File: src/rtl/piso_bit_feeder_pkg.sv
// Shared definitions for the parallel-in/serial-out bit feeder.
//   state_e     : FSM state encoding (ST_IDLE, ST_SHIFT)
//   WORDS_CNT_W : width of the words_sent counter
package piso_bit_feeder_pkg;

    typedef enum logic [0:0] {
        ST_IDLE  = 1'b0,
        ST_SHIFT = 1'b1
    } state_e;

    localparam int WORDS_CNT_W = 16;

endpackage

File: src/rtl/piso_bit_feeder.sv
// piso_bit_feeder
//   Takes WIDTH-bit words over a valid/ready handshake and sends them out one bit
//   per clock on x. x feeds the serial input of the sequence detector. A one-word
//   holding register lets consecutive words follow each other with no gap bit, so
//   patterns that cross a word boundary stay contiguous.
//
// Ports
//   clk        : rising-edge clock
//   rst        : synchronous active-high reset
//   din        : parallel word
//   din_valid  : din holds a word
//   din_ready  : word accepted this cycle when din_valid is also high
//   x          : serial data bit (registered)
//   x_valid    : x carries a real data bit (registered)
//   busy       : shifting, or holding register occupied
//   words_sent : number of words fully shifted out, wraps at 16 bits
module piso_bit_feeder
    import piso_bit_feeder_pkg::*;
#(
    parameter int WIDTH     = 10,
    parameter bit MSB_FIRST = 1'b1,
    parameter bit IDLE_BIT  = 1'b0
) (
    input  logic                   clk,
    input  logic                   rst,
    input  logic [WIDTH-1:0]       din,
    input  logic                   din_valid,
    output logic                   din_ready,
    output logic                   x,
    output logic                   x_valid,
    output logic                   busy,
    output logic [WORDS_CNT_W-1:0] words_sent
);

    localparam int                CNT_W    = $clog2(WIDTH);
    localparam logic [CNT_W-1:0]  CNT_LAST = CNT_W'(WIDTH - 1);

    // Bit that goes out on x when the shift register is at the head of a word.
    function automatic logic head_bit(input logic [WIDTH-1:0] v);
        if (MSB_FIRST)
            return v[WIDTH-1];
        else
            return v[0];
    endfunction

    // Advance the shift register by one bit toward the head.
    function automatic logic [WIDTH-1:0] shift_one(input logic [WIDTH-1:0] v);
        if (MSB_FIRST)
            return {v[WIDTH-2:0], 1'b0};
        else
            return {1'b0, v[WIDTH-1:1]};
    endfunction

    state_e           state;
    logic [WIDTH-1:0] sreg;
    logic [CNT_W-1:0] cnt;
    logic [WIDTH-1:0] hold;
    logic             hold_full;

    state_e                 nxt_state;
    logic [WIDTH-1:0]       nxt_sreg;
    logic [CNT_W-1:0]       nxt_cnt;
    logic [WIDTH-1:0]       nxt_hold;
    logic                   nxt_hold_full;
    logic [WORDS_CNT_W-1:0] nxt_words;
    logic                   xfer;

    // Ready depends only on registered state so upstream never sees a
    // combinational path from its own valid back to ready.
    assign din_ready = ~hold_full;
    assign xfer      = din_valid & din_ready;
    assign busy      = (state == ST_SHIFT) | hold_full;

    always_comb begin
        nxt_state     = state;
        nxt_sreg      = sreg;
        nxt_cnt       = cnt;
        nxt_hold      = hold;
        nxt_hold_full = hold_full;
        nxt_words     = words_sent;

        case (state)
            ST_IDLE: begin
                if (xfer) begin
                    nxt_sreg  = din;
                    nxt_cnt   = '0;
                    nxt_state = ST_SHIFT;
                end
            end
            ST_SHIFT: begin
                if (cnt == CNT_LAST) begin
                    nxt_words = words_sent + WORDS_CNT_W'(1);
                    if (hold_full) begin
                        // din_ready is low here, so din cannot also be taken.
                        nxt_sreg      = hold;
                        nxt_hold_full = 1'b0;
                        nxt_cnt       = '0;
                    end else if (xfer) begin
                        // Direct reload keeps the bit stream gap-free.
                        nxt_sreg = din;
                        nxt_cnt  = '0;
                    end else begin
                        nxt_state = ST_IDLE;
                    end
                end else begin
                    nxt_sreg = shift_one(sreg);
                    nxt_cnt  = cnt + CNT_W'(1);
                    if (xfer) begin
                        nxt_hold      = din;
                        nxt_hold_full = 1'b1;
                    end
                end
            end
            default: begin
                nxt_state = ST_IDLE;
            end
        endcase
    end

    // x/x_valid are registered from the next-state values, so the detector
    // sees flop outputs only.
    always_ff @(posedge clk) begin
        if (rst) begin
            state      <= ST_IDLE;
            sreg       <= '0;
            cnt        <= '0;
            hold_full  <= 1'b0;
            words_sent <= '0;
            x          <= IDLE_BIT;
            x_valid    <= 1'b0;
        end else begin
            state      <= nxt_state;
            sreg       <= nxt_sreg;
            cnt        <= nxt_cnt;
            hold_full  <= nxt_hold_full;
            words_sent <= nxt_words;
            x          <= (nxt_state == ST_SHIFT) ? head_bit(nxt_sreg) : IDLE_BIT;
            x_valid    <= (nxt_state == ST_SHIFT);
        end
    end

    // Hold contents are only meaningful while hold_full is set.
    always_ff @(posedge clk) begin
        hold <= nxt_hold;
    end

endmodule
File: config.mk
export PLATFORM = sky130hd
export DESIGN_NAME = piso_bit_feeder
export DESIGN_NICKNAME = d
export VERILOG_FILES = /design/src/rtl/piso_bit_feeder_pkg.sv /design/src/rtl/piso_bit_feeder.sv
export SDC_FILE = /design/constraint.sdc
export NUM_CORES = 1
export LEC_CHECK = 0
export CAP_MARGIN = 20
export CORE_ASPECT_RATIO = 1.5
export CORE_MARGIN = 3
export CORE_UTILIZATION = 45
export DETAILED_ROUTE_END_ITERATION = 16
export PLACE_DENSITY = 0.67
export RECOVER_POWER = 25
export SLEW_MARGIN = 20
export SYNTH_ARGS = -nofsm -noshare
export SYNTH_HDL_FRONTEND = slang
export SYNTH_SLANG_ARGS = --single-unit
export TNS_END_PERCENT = 1
File: constraint.sdc
create_clock -name clk -period 4.7 [get_ports clk]
set_input_delay 0.705 -clock clk [delete_from_list [all_inputs] [get_ports clk]]
set_output_delay 0.705 -clock clk [all_outputs]
set_load 0.02 [all_outputs]
==> results.py, run 1 <==
metrics = {
    "routing": {
        "drtIter0Drc": 48,
        "wl_per_cell_um": 14.5,
        "wl_met3_um": 196,
        "drt_wl_total_um": 3870,
        "wl_met2_um": 2000,
        "highest_layer": "met4",
        "postRouteAntennaNets": 0,
        "drc_errors": 0,
        "met1Wirelength_um": 1610,
        "drt_first_pass_iters": 4,
        "via_per_inst": 5.60,
        "vias": 1495,
    },
    "worst_setup_path": {
        "worst-setup-path-type": "input pin to register",
        "worst_r2r_endpoint": "hold[8]$_DFFE_PP_",
        "crit_path_end_kind": "register",
        "arrival_ns": 2.86,
        "path_max_fanout": 37,
        "required_ns": 4.88,
        "rr_startpoint": "cnt[1]$_SDFF_PP0_",
        "r2r_cells": 6,
        "slowest_delay_ns": 1.14,
        "crit_chain": "dlygate4sd3_1, clkbuf_1, nand2b_1, a21oi_1, a31o_2",
        "slowest_stage": "clkbuf_1",
        "r2r_setup_slack_ns": 2.52,
        "start_kind": "input pin",
    },
    "final_layout": {
        "fillers": 335,
        "stdcell_count": 267,
        "post-route-cell-area_um2": 2350,
        "nets": 238,
        "regArea_um2": 961,
        "drive_above_1_share_pct": 11.7,
        "multi_input_area_um2": 908,
        "antenna_cells": 0,
        "syn_to_final_growth_pct": 21.6,
    },
    "outcome": {
        "outcome": "complete, but fails checks",
        "violations": "capacitance limit, slew limit",
    },
    "min_path": {
        "min_from": "sreg[4]$_SDFF_PP0_",
        "hold_class": "register to register",
        "hold-path-endpoint": "sreg[5]$_SDFF_PP0_",
        "min_path_cells": 2,
    },
    "clocking": {
        "clk_latency_ns": 0.29,
        "cts_made_buffers": 5,
        "clockBufferDepth": 2,
        "cts_setup_buffers": 0,
        "cts-htree-levels": 2,
        "path_clk_slew_ns": 0.08,
        "cts.hold.buffers_added": 0,
        "cts_root_buffer": "clkbuf_8",
        "clkSinkCount": 43,
        "cts_resized": 0,
        "cts_tree": "yes",
    },
    "timing": {
        "worst_slew_pin_slew_ns": 1.58,
        "timing.fmax_ghz": 0.374,
        "timing.final.crit_share_pct": 56.8,
        "layout_setup_ws_ns": 2.03,
        "hold_viol": 0,
        "finalCriticalPeriod_ns": 2.67,
        "rsz0062_at_grt": "no",
        "finClkSkew_ns": 0.00424,
        "hold_slack_ns": 0.459,
        "slew_violations": 38,
        "tns_ns": 0,
        "relSlewSlack_pct": -5.21,
        "setup_viol": 0,
    },
    "synthesis": {
        "syn_area_um2": 1930,
        "synth-edff-count": 10,
        "synthFlopType": "dfxtp_1",
        "ys_seq_area_share_pct": 49.8,
        "synth-seq-cells": 43,
        "avgSynthCellArea_um2": 10.1,
        "synthesis.nets": 207,
        "async_reset_ff_share_pct": 0,
        "synth_cells": 191,
        "synthDistinctLibCells": 40,
        "ys_warn_count": 0,
    },
    "placed_design": {
        "dp_cells": 260,
        "place_area_um2": 2270,
        "hpwlAfterDp_um": 2770,
        "place_congestion": 0.758,
        "io_buffers": 32,
        "place_ws_ns": 2.01,
    },
    "floorplanning": {
        "chipWidth_um": 59.5,
        "initial_core_util_pct": 47.9,
        "row_count": 28,
        "fp.dieArea_um2": 5130,
        "io_pins": 33,
        "core_area_um2": 4030,
        "die-height_um": 86.2,
    },
    "grt": {
        "first_global_vias": 1430,
        "gr-total-overflow": 0,
        "grt_max_degree": 38,
        "grt_first_pass_wirelength_um": 6460,
        "antenna_found_initial": 0,
        "grt_use_total_pct": 16.3,
    },
    "power_and_ir_drop": {
        "vdd_drop_max_mv": 0.279,
        "p_per_area_nw_per_um2": 290,
        "cellLeakagePower_nw": 0.861,
    },
    "job": {
        "drv_cap": 1,
    },
}
cell usage after synthesis (2+ instances only):
cell type  number  area, um2
xnor2_1         7       61.3
or3_1           2       12.5
edfxtp_1       10        300
and2_1          2       12.5
inv_1           5       18.8
xor2_1          2       17.5
mux2_2         11        124
nor2b_1         6       37.5
nor2_1         16       60.1
nand4_1         2       12.5
a21oi_1        15       75.1
nand2b_1        3       18.8
dfxtp_1        33        661
mux2_1          2       22.5
buf_1           3       11.3
nand2_1        20       75.1
a22oi_1         9       67.6
and3_1          2       12.5
o21ai_0         2       10.0
nand3_1        10       50.1
clkbuf_1        5       18.8
nor3_1          3       15.0
nor4_2          2       25.0
ha_1            3       37.5
sequential cells by signal, indices dropped and copies added (netlist names):
register	count
words_sent	16
cnt	4
sreg	10
x	1
hold	10
state	1
hold_full	1
cells in the final DEF (no fill, tap or decap), types with 5 or more instances in the layout:
cell type / synthesis / final
a21oi_1: 15 / 15
a22oi_1: 9 / 9
clkbuf_8: 0 / 5
clkdlybuf4s50_1: 0 / 21
dfxtp_1: 33 / 33
dlygate4sd3_1: 0 / 11
edfxtp_1: 10 / 10
inv_1: 5 / 5
mux2_2: 11 / 11
nand2_1: 20 / 20
nand3_1: 10 / 10
nor2_1: 16 / 16
nor2b_1: 6 / 6
xnor2_1: 7 / 7
area by class of cell:
type / instances / share of cell area [%]
Clock buffer: 5 / 2.93
Multi-Input combinational cell: 134 / 38.7
Timing Repair Buffer: 33 / 13.8
Inverter: 5 / 0.800
Tap cell: 45 / 2.40
Sequential cell: 43 / 41.0
Clock inverter: 2 / 0.373
cells by family (layout without fill, tap and decap cells):
kind of cell / after synthesis / in the layout / share of synthesized area (%)
AND/OR/NAND/NOR: 77 / 77 / 22.6
AO/OA/AOI/OAI: 31 / 31 / 10.1
XOR/XNOR: 9 / 9 / 4.09
adder cells (fa/ha/maj): 3 / 3 / 1.95
flip-flops: 43 / 43 / 49.8
multiplexers: 14 / 14 / 8.37
buffers and inverters: 14 / 45 / 3.11
power by group:
group          leakage [nW]  switching, mW  internal [mW]
Clock                0.0414          0.117         0.0989
Combinational         0.459         0.0344         0.0316
Sequential            0.360        0.00783          0.391
metal layers:
layer	vias up	track usage, %
li1	737	-
met1	708	19.4
met2	43	28.0
met3	7	3.73
met4	0	5.77
met5	-	0
worst max path at each step:
stage | from | to | slack [ns] | depth (start not counted)
floorplan | cnt[1]$_SDFF_PP0_ | hold[0]$_DFFE_PP_ | 2.82 | 7
global placement | din_valid | hold[9]$_DFFE_PP_ | 2.04 | 4
detailed placement | din_valid | hold[7]$_DFFE_PP_ | 2.01 | 4
CTS | din_valid | hold[9]$_DFFE_PP_ | 2.31 | 4
global route | rst | words_sent[11]$_SDFFE_PP0P_ | 1.83 | 5
finish | rst | words_sent[11]$_SDFFE_PP0P_ | 2.03 | 5
worst max-delay path, delay by kind of cell:
family / cells / cell delay (ns)
and+or+nand+nor: 1 / 0.23
AOI/OAI and AO/OA: 2 / 0.27
buffers and inverters: 2 / 1.66
per-stage QoR:
stage               total power [mW]  util [%]
floorplan                      0.449         -
global placement               0.473      56.4
detailed placement             0.476      56.4
CTS                            0.692      58.3
global route                   0.712      58.2
finish                         0.681      58.2
No activity file was read; power rests on OpenSTA's default activity.
==> run 2: changes to the inputs <==
PLACE_DENSITY = 0.69   (was 0.67)
clock period = 2.3 ns   (was 4.7 ns; I/O delays follow)
==> results.py, run 2 (synthesis gave the netlist of run 1 again) <==
metrics = {
    "final_layout": {
        "nets": 245,
        "post-route-cell-area_um2": 2420,
        "antenna_cells": 0,
        "largest_register_ffs": 16,
        "syn_to_final_growth_pct": 25.2,
        "final_cell_mix": "dfxtp_1, clkdlybuf4s50_1, nand2_1",
        "top_register": "words_sent",
        "drive_above_1_share_pct": 15.2,
        "layout_commonest_cell": "dfxtp_1",
        "top_regs": "words_sent: 16 flops, hold: 10 flops, sreg: 10 flops",
    },
    "floorplanning": {
        "initial_core_util_pct": 47.9,
        "io_pins": 33,
        "die-height_um": 86.2,
        "row_count": 28,
        "fp.dieArea_um2": 5130,
        "chipWidth_um": 59.5,
        "core_area_um2": 4030,
    },
    "worst_setup_path": {
        "start_kind": "register",
        "worst-setup-path-type": "register to register",
        "crit_path_end_kind": "register",
        "slowest_delay_ns": 0.48,
        "arrival_ns": 2.18,
        "required_ns": 2.48,
        "path_max_fanout": 12,
        "crit_chain": "ha_1, nand4b_4, nor4_2, nand3_1, mux2_1",
        "slowest_stage": "nor4_2",
    },
    "grt": {
        "first_global_vias": 1542,
        "grt_use_total_pct": 16.6,
        "grt_max_degree": 16,
        "gr-total-overflow": 0,
        "grt_first_pass_wirelength_um": 6680,
        "antenna_found_initial": 0,
    },
    "routing": {
        "vias": 1525,
        "drc_errors": 0,
        "drt_wl_total_um": 3850,
        "wl_per_cell_um": 14.0,
        "postRouteAntennaNets": 0,
        "via_per_inst": 5.55,
        "drtIter0Drc": 49,
        "drt_first_pass_iters": 4,
    },
    "power_and_ir_drop": {
        "p_per_area_nw_per_um2": 598,
        "cellLeakagePower_nw": 0.907,
        "vdd_drop_max_mv": 0.477,
    },
    "timing": {
        "hold_viol": 0,
        "timing.final.crit_share_pct": 87.0,
        "tns_ns": 0,
        "rsz0062_at_grt": "no",
        "setup_viol": 0,
        "worst_slew_pin_slew_ns": 0.539,
        "finalCriticalPeriod_ns": 2.00,
        "slew_violations": 0,
        "finClkSkew_ns": 0.00675,
        "timing.fmax_ghz": 0.500,
        "relSlewSlack_pct": 64.0,
    },
    "clocking": {
        "clockBufferDepth": 2,
        "cts_resized": 0,
        "clk_latency_ns": 0.29,
        "cts_root_buffer": "clkbuf_8",
        "cts_tree": "yes",
        "cts_made_buffers": 5,
        "cts_setup_buffers": 0,
        "clkSinkCount": 43,
        "cts.hold.buffers_added": 0,
        "path_clk_slew_ns": 0.08,
        "cts-htree-levels": 2,
    },
    "placed_design": {
        "io_buffers": 32,
        "hpwlAfterDp_um": 2940,
        "place_congestion": 0.784,
        "place_area_um2": 2320,
    },
    "min_path": {
        "hold_class": "register to register",
    },
    "outcome": {
        "outcome": "finished, final reports clean",
    },
    "job": {
        "drv_cap": 0,
    },
}
[run 2: worst max-delay path, delay by kind of cell, from the launching register on]
family,cells,cell delay (ns)
AND/OR/NAND/NOR,3,0.86
flip-flops,1,0.41
multiplexers,1,0.33
adder cells (fa/ha/maj),1,0.28
[run 2: metal layers]
layer  share of wire, %  global-route usage (%)
met2                 54                    30.0
met4                1.7                    6.39
met5                  0                       0
met3                4.5                    3.28
met1                 39                    18.5
[run 2: worst paths after layout]
kind	from	end	slack, ns	cells past startpoint
worst max-delay path	cnt[0]$_SDFF_PP0_	words_sent[12]$_SDFFE_PP0P_	0.30	5
worst min register to register	sreg[6]$_SDFF_PP0_	sreg[7]$_SDFF_PP0_	0.45	2
worst min-delay path	sreg[6]$_SDFF_PP0_	sreg[7]$_SDFF_PP0_	0.45	2
worst max register to register	cnt[0]$_SDFF_PP0_	words_sent[12]$_SDFFE_PP0P_	0.30	5
[run 2: metrics by stage]
step	power, mW	util [%]	setup slack [ns]	instances	hold slack (ns)
after floorplan	0.917	-	0.421	191	0.429
after global placement	0.979	57.7	0.408	267	0.443
after detailed placement	0.984	57.7	0.305	267	0.446
after CTS	1.47	60.0	0.283	275	0.458
after global routing	1.52	60.0	0.176	275	0.479
final	1.45	60.0	0.300	275	0.453
[run 2: report_power, final]
part | switching (mW) | total (mW) | leakage, nW | internal, mW
logic | 0.0749 | 0.150 | 0.499 | 0.0753
clock network | 0.242 | 0.484 | 0.0482 | 0.242
registers | 0.0133 | 0.811 | 0.360 | 0.798
[run 2: layout make-up]
cell class,instances,area [um2]
clock buffer,7,86.3
fill,366,1610
tap,45,56.3
sequential,43,961
clock inverter,1,5.00
multi-input combinational,134,908
inverter,5,18.8
timing repair buffer,40,380
